**src/rtl/nts_tx_mac_driver.sv**
```systemverilog
// nts_tx_mac_driver
// Moves one packet at a time from the engine TX FIFO to the MAC TX port.
// The first word is held with o_mac_tx_start until the MAC acks it; the rest
// of the frame then streams one word per cycle. A one-word buffer absorbs the
// word prefetched while waiting for the ack, so there is no bubble after it.
//
// state    | meaning
// ---------+---------------------------------------------------------------
// IDLE     | waiting for a complete packet (or discarding an empty one)
// FETCH    | two cycles: read word1, then register it and prefetch word2
// WAIT_ACK | word1 presented with start=1, held until the MAC acks
// STREAM   | one word per cycle until the last word has been presented
// RELEASE  | bus idle, packet released back to the engine (one cycle)
// GAP      | IFG_CYCLES idle cycles before the next frame may start
module nts_tx_mac_driver #(
  parameter int MAC_DATA_WIDTH = 64,
  parameter int IFG_CYCLES     = 2
) (
  input  logic                      i_clk,
  input  logic                      i_areset,
  input  logic                      i_engine_packet_available,
  output logic                      o_engine_packet_read,
  input  logic                      i_engine_fifo_empty,
  output logic                      o_engine_fifo_rd_en,
  input  logic [MAC_DATA_WIDTH-1:0] i_engine_fifo_rd_data,
  input  logic [3:0]                i_engine_bytes_last_word,
  output logic                      o_mac_tx_start,
  input  logic                      i_mac_tx_ack,
  output logic [7:0]                o_mac_tx_data_valid,
  output logic [MAC_DATA_WIDTH-1:0] o_mac_tx_data,
  output logic                      o_busy,
  output logic [31:0]               o_tx_packets,
  output logic [31:0]               o_tx_discards
);

  typedef enum logic [2:0] {
    IDLE,
    FETCH,
    WAIT_ACK,
    STREAM,
    RELEASE,
    GAP
  } state_t;

  localparam logic [3:0] GAP_LOAD = 4'(IFG_CYCLES - 1);

  state_t                    state_q;
  logic                      fetch_ph_q;
  logic                      rd_pend_q;
  logic [MAC_DATA_WIDTH-1:0] data_q;
  logic [7:0]                mask_q;
  logic                      last_q;
  logic                      start_q;
  logic [MAC_DATA_WIDTH-1:0] buf_q;
  logic                      buf_last_q;
  logic                      pkt_read_q;
  logic [31:0]               packets_q;
  logic [31:0]               discards_q;
  logic [3:0]                gap_cnt_q;

  logic                      rd_en;
  logic [MAC_DATA_WIDTH-1:0] ack_src_data;
  logic                      ack_src_last;

  // Top-N byte mask for a final word; 0 or anything above 8 means a full word.
  function automatic logic [7:0] word_mask(input logic last, input logic [3:0] n);
    if (!last || n == 4'd0 || n > 4'd8) return 8'hFF;
    return 8'hFF << (4'd8 - n);
  endfunction

  // Word presented after the ack: straight from the FIFO if it lands this
  // cycle, otherwise from the buffer that caught it earlier.
  assign ack_src_data = rd_pend_q ? i_engine_fifo_rd_data : buf_q;
  assign ack_src_last = rd_pend_q ? i_engine_fifo_empty   : buf_last_q;

  // Read strobe: never while empty, never past a word known to be last.
  always_comb begin
    rd_en = 1'b0;
    case (state_q)
      FETCH:    rd_en = !i_engine_fifo_empty;
      WAIT_ACK: rd_en = i_mac_tx_ack && !last_q && !i_engine_fifo_empty;
      STREAM:   rd_en = !last_q && !i_engine_fifo_empty;
      default:  rd_en = 1'b0;
    endcase
  end

  // Frame sequencer with registered outputs and event counters.
  always_ff @(posedge i_clk or posedge i_areset) begin
    if (i_areset) begin
      state_q    <= IDLE;
      fetch_ph_q <= 1'b0;
      rd_pend_q  <= 1'b0;
      data_q     <= '0;
      mask_q     <= 8'h00;
      last_q     <= 1'b0;
      start_q    <= 1'b0;
      buf_q      <= '0;
      buf_last_q <= 1'b0;
      pkt_read_q <= 1'b0;
      packets_q  <= 32'd0;
      discards_q <= 32'd0;
      gap_cnt_q  <= 4'd0;
    end else begin
      pkt_read_q <= 1'b0;
      rd_pend_q  <= rd_en;
      case (state_q)
        IDLE: begin
          // Skip the pulse cycle so a just-discarded packet is not seen twice.
          if (i_engine_packet_available && !pkt_read_q) begin
            if (!i_engine_fifo_empty) begin
              state_q    <= FETCH;
              fetch_ph_q <= 1'b0;
            end else begin
              pkt_read_q <= 1'b1;
              discards_q <= discards_q + 32'd1;
            end
          end
        end
        FETCH: begin
          if (!fetch_ph_q) begin
            fetch_ph_q <= 1'b1;
          end else begin
            data_q  <= i_engine_fifo_rd_data;
            last_q  <= i_engine_fifo_empty;
            mask_q  <= word_mask(i_engine_fifo_empty, i_engine_bytes_last_word);
            start_q <= 1'b1;
            state_q <= WAIT_ACK;
          end
        end
        WAIT_ACK: begin
          if (rd_pend_q) begin
            buf_q      <= i_engine_fifo_rd_data;
            buf_last_q <= i_engine_fifo_empty;
          end
          if (i_mac_tx_ack) begin
            start_q <= 1'b0;
            if (last_q) begin
              data_q     <= '0;
              mask_q     <= 8'h00;
              last_q     <= 1'b0;
              pkt_read_q <= 1'b1;
              packets_q  <= packets_q + 32'd1;
              state_q    <= RELEASE;
            end else begin
              data_q  <= ack_src_data;
              last_q  <= ack_src_last;
              mask_q  <= word_mask(ack_src_last, i_engine_bytes_last_word);
              state_q <= STREAM;
            end
          end
        end
        STREAM: begin
          if (last_q) begin
            data_q     <= '0;
            mask_q     <= 8'h00;
            last_q     <= 1'b0;
            pkt_read_q <= 1'b1;
            packets_q  <= packets_q + 32'd1;
            state_q    <= RELEASE;
          end else begin
            data_q <= i_engine_fifo_rd_data;
            last_q <= i_engine_fifo_empty;
            mask_q <= word_mask(i_engine_fifo_empty, i_engine_bytes_last_word);
          end
        end
        RELEASE: begin
          gap_cnt_q <= GAP_LOAD;
          state_q   <= GAP;
        end
        GAP: begin
          if (gap_cnt_q == 4'd0) state_q <= IDLE;
          else                   gap_cnt_q <= gap_cnt_q - 4'd1;
        end
        default: state_q <= IDLE;
      endcase
    end
  end

  assign o_engine_fifo_rd_en  = rd_en;
  assign o_engine_packet_read = pkt_read_q;
  assign o_mac_tx_start       = start_q;
  assign o_mac_tx_data_valid  = mask_q;
  assign o_mac_tx_data        = data_q;
  assign o_busy               = (state_q != IDLE);
  assign o_tx_packets         = packets_q;
  assign o_tx_discards        = discards_q;

endmodule

```
**config.mk**
```make
export PLATFORM = sky130hd
export DESIGN_NAME = nts_tx_mac_driver
export DESIGN_NICKNAME = d
export VERILOG_FILES = /design/src/rtl/nts_tx_mac_driver.sv
export SDC_FILE = /design/constraint.sdc
export NUM_CORES = 1
export LEC_CHECK = 0
export ABC_CLOCK_PERIOD_IN_PS = 8800
export CAP_MARGIN = 20
export CORE_MARGIN = 3
export CORE_UTILIZATION = 26
export DETAILED_ROUTE_END_ITERATION = 12
export PLACE_DENSITY = 0.54
export REMOVE_ABC_BUFFERS = 1
export SLEW_MARGIN = 25
export SYNTH_ARGS = -nofsm -noshare
export SYNTH_HDL_FRONTEND = slang
export SYNTH_SLANG_ARGS = --single-unit
```
**constraint.sdc**
```tcl
create_clock -name i_clk -period 8.8 [get_ports i_clk]
set_input_delay 1.76 -clock i_clk [delete_from_list [all_inputs] [get_ports i_clk]]
set_output_delay 1.76 -clock i_clk [all_outputs]
set_load 0.02 [all_outputs]
```
* Word level (Yosys, flattened, before mapping) *
Cells that the tools add are included.

word-level totals
  register bits = 213
  bits of input ports = 73
  logic and storage cells = 115

operators by class
  add/sub/neg operators = 4
  $lt $le $gt $ge = 1
  eq/ne operators = 12
  shift-type cells = 1
  multiplexer cells = 56
  reductions and logical operators = 28

operators by type and width
  operator                                                                count
  64-bit 2-to-1 mux                                                       5
  64-bit case mux with 3 select lines                                     1
  8-bit 2-to-1 mux                                                        9
  32-bit by 1-bit adder with 32-bit output (second input constant)        2
  32-bit 2-to-1 mux                                                       2
  32-bit case mux with 2 select lines                                     1
  8-bit case mux with 3 select lines                                      1
  1-bit 2-to-1 mux                                                        22
  3-bit 2-to-1 mux                                                        7
  3-bit case mux with 6 select lines                                      1
  2-bit != test (second input constant)                                   7
  3-bit AND reduction                                                     4
  1-bit case mux with 3 select lines                                      3
  4-bit logical NOT                                                       2
  4-bit case mux with 2 select lines                                      1
  2-bit nonzero test                                                      4
  8-bit by 4-bit left shift with 8-bit output (first input constant)      1
  3-bit by 2-bit equality test with 1-bit output (second input constant)  2
  3-bit equality test (second input constant)                             2
  6-bit AND reduction                                                     1
  3-bit nonzero test                                                      2
  4-bit greater-than comparator (second input constant)                   1
  1-bit logical AND                                                       4
  1-bit logical NOT                                                       4
  8 further kinds                                                         13

* Logic depth before layout (Yosys ltp) *
  word-level depth = 12
  depth in mapped cells = 7
  mapped depth without buffers = 7

* Least setup slack after synthesis *
Ideal clock, no wire load.

  path type = input port to output port
  from = input i_mac_tx_ack
  to = output o_engine_fifo_rd_en
  data arrival time = 3.006 ns
  required time = 7.040 ns
  slack = 4.034 ns
  cell stages on the path = 2
  path through = a21oi_1 a2111oi_0

on the way
  longest elaborated chain between the ends = 3

RTL lines
  item                                RTL line  RTL
  start: declaration                  28        input logic i_mac_tx_ack,
  1-bit logical AND (2 in series)     81        WAIT_ACK: rd_en = i_mac_tx_ack && !last_q && !i_engine_fifo_empty;
  1-bit case mux with 3 select lines  79        case (state_q)
  end: declaration                    24        output logic o_engine_fifo_rd_en,

No other way between the ends.

* Worst setup path in the final report *
Same ends and word-level chain as after synthesis.

==> reports/metrics.cfg <==
[outcome]
status = finished clean

[routing]
drt_first_pass_iters = 4
final_antenna_net_count = 0
wl_per_cell_um = 17.33
viasPerCell = 4.795
vias = 7169
route.detailed.drc = 0
wl_um = 25910
drtIter0Drc = 350

[synth]
synth_edf_count = 0
synthArstFlopShare_pct = 100.0
yosysSeqAreaShare_pct = 57.07
yosysTopAreaCellShare_pct = 57.07
netlist_area_um2 = 9340
synthCells = 826
synth.distinct_cells = 47
synth.avg_cell_area_um2 = 11.31
synth_area_leader_cell = dfrtp_1
ys_warn_count = 0
synth_flop_cell = dfrtp_1
synthTopCellsByArea = dfrtp_1 (57%), mux2_2 (8.4%), nor2_1 (6.1%)
synth-seq-cells = 213

[placement]
place_congestion = 0.7493
dp_hpwl_um = 16440
io_buffers = 212
dp_cells = 1453

[worst_setup_path]
crit_chain = clkdlybuf4s50_1 -> a21oi_1 -> a2111oi_0 -> clkdlybuf4s50_1
regToRegStartpoint = state_q[1]
start_kind = input port
path_class = input port to output pin
cp_common_cell = clkdlybuf4s50_1
cp_max_fo = 5
cp.required_ns = 7.04
critPathMaxStageDelay_ns = 0.71
startpoint = i_mac_tx_ack
crit_path_top_delay_cell = clkdlybuf4s50_1
end_kind = output pin
arrival_ns = 3.64

[clock_network]
htree_levels = 1
clkTransAtPathRegs_ns = 0.06
cts-root-buf = clkbuf_16
post_cts_buffers = 0
clk_latency_ns = 0.52
cts_tree = built
cts_buffers = 26
hold_buffers = 0
cts_num_sinks = 213
ctsResizeCount = 0
clockBufferDepth = 3

[global_route]
grt_pass1_wl_um = 42210
grt_pass1_vias = 7407
grt_usage_pct = 13.35
grt_max_degree = 78
overflow = 0
antenna_found_initial = 0

[pwr]
sw_frac_of_total_pct = 36.50
power_uw = 4321
ir_drop_mv = 0.1653
combPwrFrac_pct = 39.7
switching_power_uw = 1577
leakagePower_uw = 0.005180
powerDensity_nw_per_um2 = 339.8
p_int_uw = 2744
p_clk_share_pct = 23.9
pwr-share-seq_pct = 36.4

[finish]
syn2layout_area_growth_pct = 36.16
final_common_cell = dfrtp_1
drive_gt1_share_pct = 11.92
antennaDiodeCount = 0
final_cell_mix = dfrtp_1 (213), clkdlybuf4s50_1 (212), nor2_1 (153)
fin_cells = 1495
nets = 1106
final_util_pct = 36.37

[timing]
fin_hold_ws_ns = 0.4662
skew_ns = 0.008013
relSlewSlack_pct = 30.13
rsz0062_at_grt = false
hold_violations = 0
max_freq_mhz = 185.2
setup_viol = 0
period_needed_ns = 5.399
slew_violations = 0
worst_slew_pin_slew_ns = 1.048
timing.final.crit_share_pct = 61.35
tns_ns = 0

[worst_hold_path]
hp-start = o_tx_packets[31]
hold_class = flop to flop

[floorplanning]
ios = 213
core-area_um2 = 34970
rows = 68
die_x_um = 195.5
die_y_um = 195.5
start_util_pct = 26.71
dieArea_um2 = 38230

[flow_run]
maxCapViolations = 0

[final cells by class]
cell class,instances,area (µm²)
inverter,12,52.55
multi-input combinational,555,3774
clock inverter,3,40.04
sequential,213,5330
timing repair buffer,218,2171
fill,3508,22250
clock buffer,39,780.7
tap,455,569.3
[per-layer routing]
| layer | routed length [µm] | part of all wire (%) | track usage, % | up-vias |
|---|---|---|---|---|
| met5 | 0 | 0 | 0 | - |
| met4 | 499 | 1.9 | 2.825 | 0 |
| met3 | 1548 | 6.0 | 2.899 | 31 |
| met2 | 11520 | 44 | 20.73 | 192 |
| met1 | 12340 | 48 | 19.18 | 3571 |
| li1 | - | - | - | 3375 |
[path summary, 6_finish.rpt]
path | endpoint | slack, ns | cells past startpoint
setup reg to reg | o_mac_tx_data[58] | 5.91 | 5
max in group asynchronous | o_mac_tx_data[45] | 5.78 | 3
min in group asynchronous | o_mac_tx_data[63] | 1.71 | 2
hold / removal | o_tx_packets[31] | 0.47 | 1
hold reg to reg | o_tx_packets[31] | 0.47 | 1
setup / recovery | o_engine_fifo_rd_en | 3.40 | 4
[sequential cells by signal (all words and copies together) (netlist names)]
name,count
last_q,1
o_mac_tx_data,64
buf_last_q,1
o_tx_packets,32
rd_pend_q,1
o_mac_tx_start,1
gap_cnt_q,4
o_mac_tx_data_valid,8
fetch_ph_q,1
state_q,3
o_engine_packet_read,1
buf_q,64
o_tx_discards,32
[power groups by stage]
stage / clock (µW) / combinational, µW / sequential (µW)
finish: 1030 / 1720 / 1570
global route: 1110 / 1890 / 1630
CTS: 1080 / 1750 / 1580
detailed placement: 0 / 1740 / 1590
global placement: 0 / 1730 / 1580
floorplan: 0 / 804 / 1780
[kinds of logic after synthesis]
logic type / synth area share, %
AO/OA/AOI/OAI: 8.855
buffers and inverters: 2.853
XOR/XNOR: 6.001
adder cells (fa/ha/maj): 0.9377
multiplexers: 8.439
flip-flops: 57.07
AND/OR/NAND/NOR: 15.85
[cells in the mapped netlist, types with 4 or more instances]
library cell,instances
dfrtp_1,213
and3_1,10
o21ai_0,11
inv_1,12
nor3_1,15
and4_1,9
nand4_1,29
nand2b_1,4
nand2_1,33
xor2_1,17
nor2_1,153
buf_1,4
mux2_2,70
clkbuf_1,18
xnor2_1,47
buf_2,21
a31oi_1,8
a221oi_1,64
nand3b_1,6
ha_1,7
nor4_1,6
or3_1,4
nand3_1,22
a21oi_1,4
[worst max-delay path, delay by kind of cell]
| family | cells | cell delay (ns) |
|---|---|---|
| buffers and inverters | 2 | 1.25 |
| AOI/OAI and AO/OA | 2 | 0.62 |
[per-stage QoR]
step	setup slack, ns	area (µm²)
3_5_place_dp	3.355	11890
2_1_floorplan	1.217	9119
4_1_cts	3.323	12710
6_report	3.401	12720
3_3_place_gp	3.386	11890
5_1_grt	3.163	12720
No activity file was read; power rests on OpenSTA's default activity.
